[config.mk]
export PLATFORM = sky130hd
export DESIGN_NAME = fifo_feeder
export DESIGN_NICKNAME = d
export VERILOG_FILES = /design/src/rtl/flexarray_pkg.sv /design/src/rtl/fifo_feeder.sv
export SDC_FILE = /design/constraint.sdc
export NUM_CORES = 1
export LEC_CHECK = 0
export BUFFER_PORTS_ARGS = -buffer_cell sky130_fd_sc_hd__buf_2
export CELL_PAD_IN_SITES_DETAIL_PLACEMENT = 0
export CELL_PAD_IN_SITES_GLOBAL_PLACEMENT = 1
export CORE_MARGIN = 3
export CORE_UTILIZATION = 30
export CTS_BUF_LIST = sky130_fd_sc_hd__clkbuf_8
export CTS_CLUSTER_SIZE = 24
export DETAILED_ROUTE_END_ITERATION = 6
export GPL_ROUTABILITY_DRIVEN = 0
export PLACE_DENSITY_LB_ADDON = 0.1
export REMOVE_ABC_BUFFERS = 1
export SETUP_SLACK_MARGIN = 0.5
export SYNTH_ARGS = -nofsm -noshare
export SYNTH_HDL_FRONTEND = slang
export SYNTH_SLANG_ARGS = --single-unit
export TNS_END_PERCENT = 30
[constraint.sdc]
create_clock -name clk -period 2.1 [get_ports clk]
set_clock_uncertainty 0.2 [all_clocks]
set_input_delay 0.105 -clock clk [delete_from_list [all_inputs] [get_ports clk]]
set_output_delay 0.105 -clock clk [all_outputs]
set_load 0.03 [all_outputs]
[src/rtl/flexarray_pkg.sv]
// Shared types for the flex-array operand path.
//   feeder_state_t : row feeder FSM encoding
//   DATA_W         : operand word width (matches the FIFO data port)
package flexarray_pkg;

  localparam int unsigned DATA_W = 32;

  typedef enum logic [1:0] {
    IDLE   = 2'd0,
    SKEW   = 2'd1,
    STREAM = 2'd2
  } feeder_state_t;

endpackage : flexarray_pkg

[src/rtl/fifo_feeder.sv]
// Row feeder between one operand FIFO and one systolic-array row input.
// On start it idles SKEW cycles (diagonal staggering across rows), then pops
// exactly K words and presents them on a registered valid/ready stream with
// last on word K. done pulses one cycle after the final beat is accepted.
//
// Ports:
//   clk, nrst            clock, asynchronous active-low reset
//   start                begin one K-word transfer (sampled only in IDLE)
//   abort                synchronous cancel back to IDLE, no done
//   fifo_is_empty        upstream FIFO empty flag
//   fifo_dat_out [DW]    upstream FIFO head word
//   fifo_pop             combinational pop strobe to the FIFO
//   out_valid/out_ready  downstream handshake (out_valid registered)
//   out_data [DW]        registered output word
//   out_last             registered, marks word K
//   busy                 registered, high in SKEW and STREAM
//   done                 registered one-cycle completion pulse
module fifo_feeder
  import flexarray_pkg::*;
#(
  parameter int unsigned DW   = DATA_W,
  parameter int unsigned K    = 4,
  parameter int unsigned SKEW = 0
) (
  input  logic          clk,
  input  logic          nrst,
  input  logic          start,
  input  logic          abort,
  input  logic          fifo_is_empty,
  input  logic [DW-1:0] fifo_dat_out,
  output logic          fifo_pop,
  output logic          out_valid,
  input  logic          out_ready,
  output logic [DW-1:0] out_data,
  output logic          out_last,
  output logic          busy,
  output logic          done
);

  localparam int unsigned REM_W = $clog2(K + 1);
  localparam int unsigned SKW_W = (SKEW > 0) ? $clog2(SKEW + 1) : 1;

  localparam logic [REM_W-1:0] K_LOAD    = REM_W'(K);
  localparam logic [REM_W-1:0] REM_ONE   = REM_W'(1);
  localparam logic [SKW_W-1:0] SKEW_LOAD = SKW_W'((SKEW > 0) ? (SKEW - 1) : 0);

  // The parameter SKEW hides the imported state name, so the state is
  // always referenced through the package scope.
  feeder_state_t    state_q, state_d;
  logic [REM_W-1:0] rem_q, rem_d;
  logic [SKW_W-1:0] skw_q, skw_d;
  logic             valid_d, last_d, done_d, busy_d;
  logic [DW-1:0]    data_d;
  logic             pop;
  logic             accept;

  assign accept   = out_valid && out_ready;
  assign fifo_pop = pop;

  // Next-state, counter and output-register logic
  always_comb begin
    state_d = state_q;
    rem_d   = rem_q;
    skw_d   = skw_q;
    valid_d = out_valid;
    last_d  = out_last;
    data_d  = out_data;
    done_d  = 1'b0;
    pop     = 1'b0;

    unique case (state_q)
      IDLE: begin
        if (start && !abort) begin
          rem_d = K_LOAD;
          if (SKEW > 0) begin
            state_d = flexarray_pkg::SKEW;
            skw_d   = SKEW_LOAD;
          end else begin
            state_d = STREAM;
          end
        end
      end

      flexarray_pkg::SKEW: begin
        if (abort) begin
          state_d = IDLE;
        end else if (skw_q == '0) begin
          state_d = STREAM;
        end else begin
          skw_d = skw_q - 1'b1;
        end
      end

      STREAM: begin
        if (abort) begin
          // Drop the held word; unread FIFO words stay put.
          state_d = IDLE;
          valid_d = 1'b0;
          last_d  = 1'b0;
        end else begin
          pop = (rem_q != '0) && !fifo_is_empty && (!out_valid || out_ready);
          if (pop) begin
            data_d  = fifo_dat_out;
            valid_d = 1'b1;
            last_d  = (rem_q == REM_ONE);
            rem_d   = rem_q - 1'b1;
          end else if (accept) begin
            valid_d = 1'b0;
            last_d  = 1'b0;
          end
          // Once word K is out, rem_q is zero so no pop can coincide here.
          if (accept && out_last) begin
            state_d = IDLE;
            done_d  = 1'b1;
          end
        end
      end

      default: begin
        state_d = IDLE;
        valid_d = 1'b0;
        last_d  = 1'b0;
      end
    endcase

    busy_d = (state_d != IDLE);
  end

  // State and output registers
  always_ff @(posedge clk or negedge nrst) begin
    if (!nrst) begin
      state_q   <= IDLE;
      rem_q     <= '0;
      skw_q     <= '0;
      out_valid <= 1'b0;
      out_data  <= '0;
      out_last  <= 1'b0;
      busy      <= 1'b0;
      done      <= 1'b0;
    end else begin
      state_q   <= state_d;
      rem_q     <= rem_d;
      skw_q     <= skw_d;
      out_valid <= valid_d;
      out_data  <= data_d;
      out_last  <= last_d;
      busy      <= busy_d;
      done      <= done_d;
    end
  end

endmodule : fifo_feeder

## After elaboration in Yosys (flattened, before gate mapping)

Cells that the tools add are included.
W data, S select, Z words.

| storage, ports and cells | value |
|---|---|
| bits of input ports | 38 |
| latch bits | 0 |
| register bits after elaboration | 42 |
| bits in read-only memories | 0 |
| memories kept | 0 |
| RAM bits | 0 |

| cells by class | value |
|---|---|
| $lt $le $gt $ge | 0 |
| reductions and logical operators | 18 |
| bitwise operators | 2 |
| add/subtract/negate cells | 2 |
| multiplexer cells | 23 |
| divide/modulo/power cells | 0 |
| eq/ne operators | 7 |
| multiply operators | 0 |
| shifts and indexed selects | 0 |

Operators by type and width:

| cell | count |
|---|---|
| $mux W1 | 11 |
| $mux W2 | 5 |
| $mux W3 | 3 |
| $ne A2 B2 Y1 const B | 3 |
| $pmux W2 S3 | 1 |
| $pmux W3 S2 | 1 |
| $logic_and A1 B1 Y1 | 5 |
| $ne A4 B4 Y1 const B | 1 |
| $pmux W1 S2 | 2 |
| $reduce_and A2 Y1 | 2 |
| $reduce_and A4 Y1 | 1 |
| $reduce_bool A2 Y1 | 2 |
| $eq A3 B1 Y1 const B | 1 |
| $logic_not A1 Y1 | 3 |
| $reduce_and A3 Y1 | 1 |
| $reduce_bool A3 Y1 | 1 |
| $sub A3 B1 Y3 const B | 1 |
| $eq A2 B1 Y1 const B | 1 |
| $eq A2 B2 Y1 const B | 1 |
| $logic_not A2 Y1 | 1 |
| $not A1 Y1 | 2 |
| $reduce_or A2 Y1 | 1 |
| $logic_or A1 B1 Y1 | 1 |
| $sub A1 B1 Y1 const B | 1 |

## Longest topological paths before layout

Gate-level depths: netlist of the first run.

| logic depth | value |
|---|---|
| depth in word-level cells | 6 |
| mapped depth | 8 |
| depth with buffers taken out | 7 |

## Worst setup path after synthesis of the first run

Ideal clock, no wire load.

| timing | value |
|---|---|
| kind | register to register |
| start point | register rem_q[0] |
| end point | register out_data[16] |
| path buffers | 1 |
| data required time | 1775 ps |
| cell stages (with the launch flop) | 9 |
| period minus slack after synthesis | 2049 ps |
| library setup time | 125 ps |
| path slack | 51 ps |
| arrival | 1724 ps |
| path through | dfrtp_1 > inv_1 > ha_1 > ha_1 > nor2_2 > nand4_4 > inv_6 > buf_12 > mux2_4 |

| between the ends | value |
|---|---|
| cells in the longest elaborated chain, start to end | 4 |

Ends and longest elaborated chain:

| item | line | source |
|---|---|---|
| from (decl) | fifo_feeder.sv:50 | `logic [REM_W-1:0] rem_q, rem_d;` |
| from (signal assigned) | fifo_feeder.sv:142 | `rem_q <= rem_d;` |
| $reduce_bool A3 Y1 | fifo_feeder.sv:101 | `pop = (rem_q != '0) && !fifo_is_empty && (!out_valid \|\| out_ready);` |
| $logic_and A1 B1 Y1 (2 in series) | fifo_feeder.sv:101 |  |
| $reduce_and A3 Y1 (no line) | -- |  |
| to (signal assigned) | fifo_feeder.sv:145 | `out_data <= data_d;` |
| to (decl) | fifo_feeder.sv:34 | `output logic [DW-1:0] out_data,` |

Every way passes these cells.
A chain may end at the register's enable or synchronous reset.

## Worst setup path in the final report of the first run

| timing | value |
|---|---|
| start point | register rem_q[1] |
| end point | register out_data[29] |

The elaborated chain is that of the path after synthesis.

==> results.md, run 1 <==
- # setup viols final: 0
- IO Pins: 75
- Global routing usage on met2: 0.215
- Vias: 1385
- Top cell type's share of synthesized area: 0.562
- Startpoint of the worst hold path: abort
- Cell with the most instances on the worst path: sky130_fd_sc_hd__ha_4
- Simple-gate portion of the synthesized area: 0.0555
- Port bufs: 74
- First-pass GRT wire length: 7660 µm
- Number of synthesized flops with an enable pin: 0
- Measured slew at the worst slew-check pin: 0.520 ns
- Hold Vio Cnt, Final: 0
- Routing usage on met3: 0.0503
- Top Family by Delay on Critical Path: buffers and inverters
- IR drop worst, VDD: 555 µV
- Static leakage power: 0.00144 µW
- Status: completed
- Worst hold path class: in2reg
- Post-placement cell count: 263
- First-pass detailed-route iteration total: 4
- Grt met1 use: 0.172
- Clock transition time at the flip-flop clock pins of the worst setup and hold paths: 0.08 ns
- Die footprint: 0.00706 mm²
- Share of layout cells above drive strength 1: 0.567
- Maxcap violations: 0
- Post-synthesis compound-gate area fraction: 0.0575
- CP cell instances: inv_2 -> ha_4 -> ha_4 -> nor2_4 -> nand4_4 -> clkinv_4 -> buf_4 -> buf_12 -> mux2_4
- Startpoint of the worst register-to-register path: rem_q[1]$_DFFE_PN0P_
- Multi-input gate area in the final layout: 743 µm²
- Top area cells in the synthesized netlist: sky130_fd_sc_hd__dfrtp_1 56%, sky130_fd_sc_hd__mux2_4 23%, sky130_fd_sc_hd__buf_12 3.3%, sky130_fd_sc_hd__mux2_2 2.5%, sky130_fd_sc_hd__ha_1 2.1%
- Iteration-0 DRC Markers: 48
- Flop and latch count out of synthesis: 41
- Startpoint of the most critical setup path: rem_q[1]$_DFFE_PN0P_
- Power density of the placed cells: 1240 mW/mm²
- Deepest level of the CTS H-tree: 2
- Clock tree from TritonCTS: built
- Xor/xnor cell area share of the yosys netlist: 0
- Worst slew margin: 0.653
- Antenna-violating nets left: 0
- Clock Latency Late Sink: 0.29 ns
- Arr. time, crit path: 1.93 ns
- Width of the chip: 84.0 µm
- Most used DFF post-synth: sky130_fd_sc_hd__dfrtp_1
- Post-Syn Area per Cell: 16.0 µm²
- Max Fclk: 0.512 GHz
- Combined flip-flop and latch cell area: 0.00103 mm²
- Initial antenna violation count: 0
- Largest net degree at the start of global routing: 42
- Portion of netlist area occupied by mux cells: 0.255
- Half-perimeter wire length of the detailed placement result: 2900 µm
- Total DRC errors in the routed layout: 0
- Max Slew Vio Count: 0
- All-Layer GR Usage: 0.135
- Dominant combinational cell family by area after synthesis: multiplexers
- Summed instance area of the synthesized netlist: 0.00183 mm²
- Maximum clock path buffer count: 2
- Arithmetic-cell share of the synthesized area counting full adders, half adders and majority gates: 0.0205
- Filler Cell Count: 492
- Drt wl/cell: 13.8 µm
- Chip height: 84.0 µm
- Setup repair after global routing missed its margin: yes
- Peak fanout along the critical path: 10
- Via count normalized by instance count: 4.34
- Cell type with the highest aggregate area in the netlist: sky130_fd_sc_hd__dfrtp_1
- Synth warnings: 0
- Core utilization of the finished layout: 0.519
- Crit path time final: 1.95 ns
- Antenna cell count: 0
- Number of placement rows: 27
- Final worst path period share: 0.930
- Cell count after synthesis: 114
- Critical path launch point type: flop
- Buffering stage count on the worst path with inverters included: 4
- Critical setup path kind: reg2reg
- Vias in the first global route: 1551
- Global route hottest layer: met2
- Post-synth cell types: 28
- Post-layout net count: 287
- Proportion of synthesized chip area in sequential cells: 0.562
- Area added between synthesis and finish: 62.1%
- Initial core utilization: 0.320
- Sink count of the clock tree: 41
- Non-Filler Instances: 319
- Required arrival time at the worst endpoint: 2.08 ns
- Routed Wire Length: 4400 µm
- Area of the core region: 0.00571 mm²
- Master of the slowest instance on the critical path: sky130_fd_sc_hd__dfrtp_1
- Share of async-settable or async-resettable flops after synthesis: 1.00
- CTS root buffer: sky130_fd_sc_hd__clkbuf_8
- Global route total overflow: 0
- Kind of end point of the critical path: flop
- Total clock buffers created by CTS: 5
- Highest cell delay on the worst timing path: 0.37 ns
==> stage by stage <==
stage | total power (µW) | TNS [ns] | instance area [µm²] | worst slack [ns] | hold WS (ns)
5_1_grt | 3890 | 0 | 2960 | 0.0729 | 0.0445
6_report | 3680 | 0 | 2960 | 0.147 | 0.0296
3_3_place_gp | 2860 | 0 | 2310 | 0.0892 | -0.00186
3_5_place_dp | 2870 | 0 | 2310 | 0.0210 | 0.0111
4_1_cts | 3720 | 0 | 2950 | 0.134 | 0.0295
2_1_floorplan | 2390 | -1.02 | 1770 | -0.0705 | -0.391
==> where the power goes <==
part | internal [µW] | leakage [µW] | total, µW | switching, µW
logic | 758 | 0.000879 | 1710 | 955
clock network | 387 | 0.0000574 | 669 | 283
registers | 1110 | 0.000505 | 1290 | 186
total | 2250 | 0.00144 | 3680 | 1420
==> sequential cells by signal, indices dropped and copies added (netlist names) <==
name / flops
state_q: 2
out_valid: 1
out_data: 32
busy: 1
out_last: 1
done: 1
rem_q: 3
==> timing repair <==
| item | 4_1_cts | 5_1_grt |
|---|---|---|
| pin swaps | 3 | 0 |
| buffers inserted | 7 | 1 |
| setup endpoints to repair | 38 | 37 |
| hold endpoints to repair | 77 | 0 |
| gates resized for setup | 11 | 1 |
| hold buffers | 39 | 0 |
| gates cloned | 1 | 0 |
==> layout make-up <==
type	instances	share of cell area
Sequential cell	41	0.347
Clock buffer	6	0.0279
Tap cell	72	0.0304
Clock inverter	2	0.0127
Multi-Input combinational cell	64	0.251
Timing Repair Buffer	128	0.322
Inverter	6	0.00930
==> Yosys cell counts (all sizes together) (2+ instances only) <==
| cell | instances |
|---|---|
| inv | 6 |
| a21oi | 4 |
| nand3b | 2 |
| mux2 | 32 |
| ha | 3 |
| buf | 3 |
| nand2 | 2 |
| a211oi | 2 |
| dfrtp | 41 |
| o21ai | 2 |
| nor2 | 4 |
==> final timing paths <==
path	to	slack, ns	cells past startpoint
min reg2reg	out_data[13]$_DFFE_PN0P_	0.31	1
min	out_valid$_DFFE_PN0P_	0.03	4
min in group asynchronous	out_data[13]$_DFFE_PN0P_	0.21	3
max in group asynchronous	out_data[23]$_DFFE_PN0P_	1.13	3
max reg2reg	out_data[29]$_DFFE_PN0P_	0.15	9
max	out_data[29]$_DFFE_PN0P_	0.15	9
==> layer usage <==
| layer | share of wire | vias to the layer above |
|---|---|---|
| met3 | 0.069 | 2 |
| li1 | - | 669 |
| met2 | 0.50 | 43 |
| met1 | 0.43 | 671 |
| met5 | 0 | - |
| met4 | 0.0048 | 0 |
==> cells in the final DEF, fill, tap and decap left out, drive strengths merged, types with 2 or more instances in the layout <==
| master | count |
|---|---|
| buf | 89 |
| dfrtp | 41 |
| dlygate4sd3 | 39 |
| mux2 | 32 |
| clkbuf | 6 |
| inv | 5 |
| a21oi | 4 |
| nor2 | 4 |
| ha | 3 |
| nand3b | 2 |
| o21ai | 2 |
| nand2 | 2 |
| a211oi | 2 |
==> worst reg2reg max path: stages (launching register included) <==
cell,delay (ns)
sky130_fd_sc_hd__dfrtp_1,0.37
sky130_fd_sc_hd__inv_2,0.06
sky130_fd_sc_hd__ha_4,0.16
sky130_fd_sc_hd__ha_4,0.16
sky130_fd_sc_hd__nor2_4,0.11
sky130_fd_sc_hd__nand4_4,0.13
sky130_fd_sc_hd__clkinv_4,0.10
sky130_fd_sc_hd__buf_4,0.12
sky130_fd_sc_hd__buf_12,0.13
sky130_fd_sc_hd__mux2_4,0.31
==> kinds of logic (layout without fill, tap and decap cells) <==
group	after synthesis	in the layout
compound gates	15	15
fa+ha+maj	3	3
buf+inv	9	142
flops	41	41
mux	32	32
other cells	1	1
simple gates	13	13
Note: power is estimated with default switching activity, not from simulation.
==> inputs of run 2 (changes only) <==
Clock period 2.1 ns to 1.8 ns, I/O delays scaled along.
==> results.md, run 2 (synthesis results as in run 1) <==
- Clock tree from TritonCTS: built
- Arr. time, crit path: 1.92 ns (about the same)
- Area added between synthesis and finish: 63.8%
- Worst slew margin: 0.646 (-0.00759)
- Global route total overflow: 0 (unchanged)
- Number of placement rows: 27 (unchanged)
- Biggest registers after layout: out_data: 32 flops, rem_q: 3 flops, state_q: 2 flops
- Sink count of the clock tree: 41 (unchanged)
- Post-layout net count: 289 (+0.70%)
- Worst hold path class: in2reg
- Initial core utilization: 0.320 (unchanged)
- Maximum clock path buffer count: 2 (unchanged)
- All-Layer GR Usage: 0.139 (+0.00446)
- Die footprint: 0.00706 mm² (unchanged)
- Via count normalized by instance count: 4.44 (+2.2%)
- CP cell instances: inv_2 -> ha_4 -> ha_4 -> nor2_4 -> nand4_4 -> clkinv_4 -> buf_12 -> buf_16 -> mux2_4
- Status: finished, violations left
- Routed Wire Length: 4660 µm (+5.8%)
- Filler Cell Count: 501 (+1.8%)
- Power density of the placed cells: 1470 mW/mm² (+18%)
- Number of cells on the worst hold path: 4 (unchanged)
- IR drop worst, VDD: 986 µV (+78%)
- Max Fclk: 0.516 GHz (+0.74%)
- Setup ws final: -0.139 ns (-0.286 ns)
- Clock Latency Late Sink: 0.29 ns (about the same)
- Setup repair after global routing missed its margin: yes
- Endpoint of the most critical register-to-register path: out_data[14]$_DFFE_PN0P_
- Antenna cell count: 0 (unchanged)
- Drt wl/cell: 14.5 µm (+5.2%)
- Deepest level of the CTS H-tree: 2 (unchanged)
- Vias: 1424 (+2.8%)
- Measured slew at the worst slew-check pin: 0.531 ns (+0.0114 ns)
- Share of layout cells above drive strength 1: 0.582 (+0.0155)
- Static leakage power: 0.00146 µW (+1.2%)
- Startpoint of the most critical setup path: rem_q[0]$_DFFE_PN0P_
- Highest cell delay on the worst timing path: 0.37 ns (about the same)
- Core utilization of the finished layout: 0.524 (+0.00570)
- Failing checks: negative setup slack
- Max Slew Vio Count: 0 (unchanged)
- # setup viols final: 33 (+33)
- Pre-CTS setup slack: -0.201 ns (-0.222 ns)
- CTS root buffer: sky130_fd_sc_hd__clkbuf_8
- Total DRC errors in the routed layout: 0 (unchanged)
- Total clock buffers created by CTS: 5 (unchanged)
- Critical setup path kind: reg2reg
- Commonest non-fill, non-tap cell in the layout: sky130_fd_sc_hd__buf_2
- Critical path launch point type: flop
- Number of cell instances on the worst register-to-register path: 9 (unchanged)
- Clock transition time at the flip-flop clock pins of the worst setup and hold paths: 0.08 ns (about the same)
- Hold Vio Cnt, Final: 0 (unchanged)
- Startpoint of the worst register-to-register path: rem_q[0]$_DFFE_PN0P_
- Most used cells in the layout excluding fill and tap cells: 73 x sky130_fd_sc_hd__buf_2, 41 x sky130_fd_sc_hd__dfrtp_1, 38 x sky130_fd_sc_hd__dlygate4sd3_1, 28 x sky130_fd_sc_hd__mux2_4, 11 x sky130_fd_sc_hd__buf_4
- Top register by number of flip-flops: out_data
- Iteration-0 DRC Markers: 70 (+46%)
- Required arrival time at the worst endpoint: 1.78 ns (-0.30 ns)
- IO Pins: 75 (unchanged)
- First-pass GRT wire length: 7940 µm (+3.6%)
- Initial antenna violation count: 0 (unchanged)
- Largest net degree at the start of global routing: 42 (unchanged)
- Half-perimeter wire length of the detailed placement result: 3040 µm (+4.6%)
- First-pass detailed-route iteration total: 4 (unchanged)
- Vias in the first global route: 1574 (+1.5%)
- Number of flip-flops in the largest register: 32 (unchanged)
- Crit path time final: 1.94 ns (-0.0143 ns)
- Peak fanout along the critical path: 5 (-5)
- Cell with the most instances on the worst path: sky130_fd_sc_hd__ha_4
- Maxcap violations: 0 (unchanged)
- Master of the slowest instance on the critical path: sky130_fd_sc_hd__dfrtp_1
- Width of the chip: 84.0 µm (unchanged)
- Port bufs: 74 (unchanged)
- Area of the core region: 0.00571 mm² (unchanged)
- Hold EP: out_valid$_DFFE_PN0P_
- R2R setup slack: -0.14 ns (-0.29 ns)
- Final worst path period share: 1.08 (+0.147)
- Final-layout worst hold slack: 0.0228 ns (-0.00675 ns)
- Kind of end point of the critical path: flop
- Startpoint of the worst hold path: abort
- Antenna-violating nets left: 0 (unchanged)
- Chip height: 84.0 µm (unchanged)
-- run 2: changes by cell type in the layout (fill, tap and decap cells not counted) --
cell,before,now
sky130_fd_sc_hd__a21oi_1,4,3
sky130_fd_sc_hd__a21oi_2,0,1
sky130_fd_sc_hd__buf_4,10,11
sky130_fd_sc_hd__buf_6,0,2
sky130_fd_sc_hd__clkinvlp_4,1,0
sky130_fd_sc_hd__dlygate4sd3_1,39,38
sky130_fd_sc_hd__inv_1,3,4
sky130_fd_sc_hd__nor2_1,2,1
sky130_fd_sc_hd__nor2_2,0,1
sky130_fd_sc_hd__o41ai_1,1,0
sky130_fd_sc_hd__o41ai_2,0,1
sky130_fd_sc_hd__or3b_2,1,0
sky130_fd_sc_hd__or3b_4,0,1
-- run 2: worst max path at each step --
stage / end / cells past startpoint
global placement: out_data[0]$_DFFE_PN0P_ / 8
CTS: fifo_pop / 8
global route: fifo_pop / 8
finish: out_data[14]$_DFFE_PN0P_ / 9
floorplan: out_data[24]$_DFFE_PN0P_ / 7
detailed placement: out_data[25]$_DFFE_PN0P_ / 8
-- run 2: layout make-up --
type,instances,area [µm²],area share
tap,72,90.1,0.0301
multi-input combinational,64,759,0.254
clock buffer,6,82.6,0.0276
inverter,6,27.5,0.00920
sequential,41,1030,0.343
clock inverter,2,33.8,0.0113
timing repair buffer,130,973,0.325
-- run 2: metal layers --
metal,global-route usage,share of wire,vias to the layer above
li1,-,-,670
met1,0.180,0.43,707
met2,0.226,0.51,41
met3,0.0385,0.047,6
met4,0.0424,0.012,0
met5,0,0,-
-- run 2: critical path: cells and delay by family (launching register included) --
kind | cells | cell delay (ns)
adders and majority gates | 2 | 0.32
muxes | 1 | 0.29
and+or+nand+nor | 2 | 0.23
buffers and inverters | 4 | 0.40
DFF | 1 | 0.37
-- run 2: per-stage QoR --
step	cell area (µm²)	total power, µW	setup TNS, ns	instances
2_1_floorplan	1770	2790	-10.76	111
3_3_place_gp	2350	3410	-4.97	269
3_5_place_dp	2350	3430	-5.82	269
4_1_cts	2960	4410	-2.83	319
5_1_grt	2990	4640	-4.60	321
6_report	2990	4390	-3.08	321
-- run 2: timing repair --
action,4_1_cts,5_1_grt
endpoints found under the setup margin,40,42
gates resized for setup,15,3
hold buffers,38,0
buffers inserted,3,2
pin swaps,6,3
cloned,1,0
hold endpoints to repair,78,0
-- run 2: power by group --
part / switching [µW] / total, µW / internal [µW] / leakage [µW]
sequential: 216 / 1510 / 1290 / 0.000505
combinational: 1160 / 2130 / 968 / 0.000891
clock: 309 / 755 / 447 / 0.0000626
total: 1680 / 4390 / 2710 / 0.00146
==> inputs of run 3 (changes only) <==
Settings changed: BUFFER_PORTS_ARGS -buffer_cell sky130_fd_sc_hd__buf_2 to unset, DONT_BUFFER_PORTS set to 1, TNS_END_PERCENT 30 to unset.
==> results.md, run 3 (synthesis results as in run 1) <==
- Status: finished, violations left
- Failing checks: negative setup slack
- Half-perimeter wire length of the detailed placement result: 2560 µm (-16%)
- Area of the core region: 0.00571 mm² (unchanged)
- Total clock buffers created by CTS: 5 (unchanged)
- Initial antenna violation count: 0 (unchanged)
- Port bufs: 0 (-100%)
- Max Fclk: 0.487 GHz (-5.6%)
- Post-Layout Inst Area: 0.00285 mm² (-4.8%)
- Setup ws final: -0.254 ns (-0.115 ns)
- Clock Latency Late Sink: 0.28 ns (about the same)
- Number of placement rows: 27 (unchanged)
- First-pass detailed-route iteration total: 2 (-2)
- Antenna cell count: 0 (unchanged)
- Deepest level of the CTS H-tree: 2 (unchanged)
- Number of flip-flops in the largest register: 32 (unchanged)
- Standard cell area after detailed placement: 0.00199 mm² (-15%)
- Static leakage power: 0.00126 µW (-13%)
- Final worst path period share: 1.14 (+0.0638)
- Maximum clock path buffer count: 2 (unchanged)
- Maxcap violations: 0 (unchanged)
- Clock transition time at the flip-flop clock pins of the worst setup and hold paths: 0.07 ns (about the same)
- Largest net degree at the start of global routing: 42 (unchanged)
- Vias in the first global route: 1326 (-16%)
- Commonest non-fill, non-tap cell in the layout: sky130_fd_sc_hd__dfrtp_1
- IO Pins: 75 (unchanged)
- Critical path launch point type: flop
- Initial core utilization: 0.320 (unchanged)
- Most used cells in the layout excluding fill and tap cells: 41 x sky130_fd_sc_hd__dfrtp_1, 37 x sky130_fd_sc_hd__dlygate4sd3_1, 32 x sky130_fd_sc_hd__mux2_4, 16 x sky130_fd_sc_hd__buf_4, 9 x sky130_fd_sc_hd__buf_12
- Total DRC errors in the routed layout: 0 (unchanged)
- Power density of the placed cells: 1410 mW/mm² (-3.7%)
- Sink count of the clock tree: 41 (unchanged)
- Kind of end point of the critical path: flop
- Antenna-violating nets left: 0 (unchanged)
- Core utilization of the finished layout: 0.499 (-0.0250)
- # setup viols final: 36 (+9.1%)
- All-Layer GR Usage: 0.124 (-0.0150)
- Required arrival time at the worst endpoint: 1.77 ns (about the same)
- Area added between synthesis and finish: 56.0%
- Critical setup path kind: reg2reg
- Global route total overflow: 0 (unchanged)
- Clock tree from TritonCTS: built
- Width of the chip: 84.0 µm (unchanged)
- Iteration-0 DRC Markers: 19 (-73%)
- Chip height: 84.0 µm (unchanged)
- Arr. time, crit path: 2.02 ns (+0.10 ns)
- Peak fanout along the critical path: 8 (+3)
- First-pass GRT wire length: 6910 µm (-13%)
- Via count normalized by instance count: 4.55 (+2.6%)
- Share of layout cells above drive strength 1: 0.474 (-0.109)
- Pre-CTS setup slack: -0.229 ns (-0.0274 ns)
- CTS root buffer: sky130_fd_sc_hd__clkbuf_8
- Max Slew Vio Count: 0 (unchanged)
- Routed Wire Length: 4190 µm (-10%)
- Post-layout net count: 231 (-20%)
- Crit path time final: 2.05 ns (+0.115 ns)
- Total Power: 4030 µW (-8.3%)
- Drt wl/cell: 16.0 µm (+10%)
- Die footprint: 0.00706 mm² (unchanged)
- Biggest registers after layout: out_data: 32 flops, rem_q: 3 flops, state_q: 2 flops
- IR drop worst, VDD: 670 µV (-32%)
- Worst hold path class: in2async
- Vias: 1192 (-16%)
- Top register by number of flip-flops: out_data
- Hold Vio Cnt, Final: 0 (unchanged)
- Setup repair after global routing missed its margin: yes
==> run 3: metrics by stage <==
| step | std cells | hold slack [ns] | TNS, ns |
|---|---|---|---|
| after floorplan | 111 | -0.406 | -10.76 |
| after global placement | 196 | -0.405 | -5.44 |
| after detailed placement | 196 | -0.405 | -6.50 |
| after CTS | 258 | 0.0725 | -6.24 |
| after global routing | 262 | 0.0678 | -9.34 |
| final | 262 | 0.0522 | -7.08 |
==> run 3: worst paths after layout <==
| check | from | slack [ns] | to | cells after the start |
|---|---|---|---|---|
| min in group clk | fifo_dat_out[14] | 0.29 | out_data[14]$_DFFE_PN0P_ | 2 |
| worst max register to register | rem_q[0]$_DFFE_PN0P_ | -0.25 | out_data[16]$_DFFE_PN0P_ | 10 |
| worst max-delay path | rem_q[0]$_DFFE_PN0P_ | -0.25 | out_data[16]$_DFFE_PN0P_ | 10 |
| worst min register to register | rem_q[2]$_DFFE_PN0P_ | 0.38 | out_last$_DFFE_PN0P_ | 2 |
| worst min-delay path | nrst | 0.05 | out_data[7]$_DFFE_PN0P_ | 2 |
| max in group asynchronous | nrst | 1.14 | out_data[5]$_DFFE_PN0P_ | 2 |
==> run 3: worst max-delay path, cell delays in order, from the launching register on <==
cell                       delay [ns]
sky130_fd_sc_hd__dfrtp_1         0.37
sky130_fd_sc_hd__inv_2           0.06
sky130_fd_sc_hd__ha_4            0.16
sky130_fd_sc_hd__ha_4            0.16
sky130_fd_sc_hd__nor2_4          0.13
sky130_fd_sc_hd__nand4_4         0.12
sky130_fd_sc_hd__clkinv_4        0.08
sky130_fd_sc_hd__buf_12          0.11
sky130_fd_sc_hd__buf_12          0.10
sky130_fd_sc_hd__buf_12          0.12
sky130_fd_sc_hd__mux2_4          0.30
==> run 3: what timing repair did <==
item                                   CTS  global route
hold buffers                            38             0
setup endpoints to repair               39            41
pin swaps                                9             5
endpoints found under the hold margin   81             0
setup buffers                           15             4
cloned                                   2             0
resized for setup                       26             5
==> run 3: final cells by class <==
type | instances | area (µm²)
clock buffers | 6 | 82.6
clock inverters | 1 | 3.75
fillers | 485 | 2860
inverters | 6 | 27.5
multi-input cells | 64 | 801
flip-flops and latches | 41 | 1030
well taps | 72 | 90.1
repair buffers | 72 | 820
==> run 3: metal layers <==
layer,vias to the layer above,track usage,part of all wire
met5,-,0,0
met4,0,0.0395,0.0050
met3,2,0.0454,0.052
met2,35,0.214,0.56
met1,603,0.143,0.39
li1,552,-,-
==> run 3: where the power goes <==
part           switching [µW]  leakage [µW]  internal [µW]
registers                 974      0.000505           1280
clock network             288     0.0000485            299
logic                     362      0.000709            820
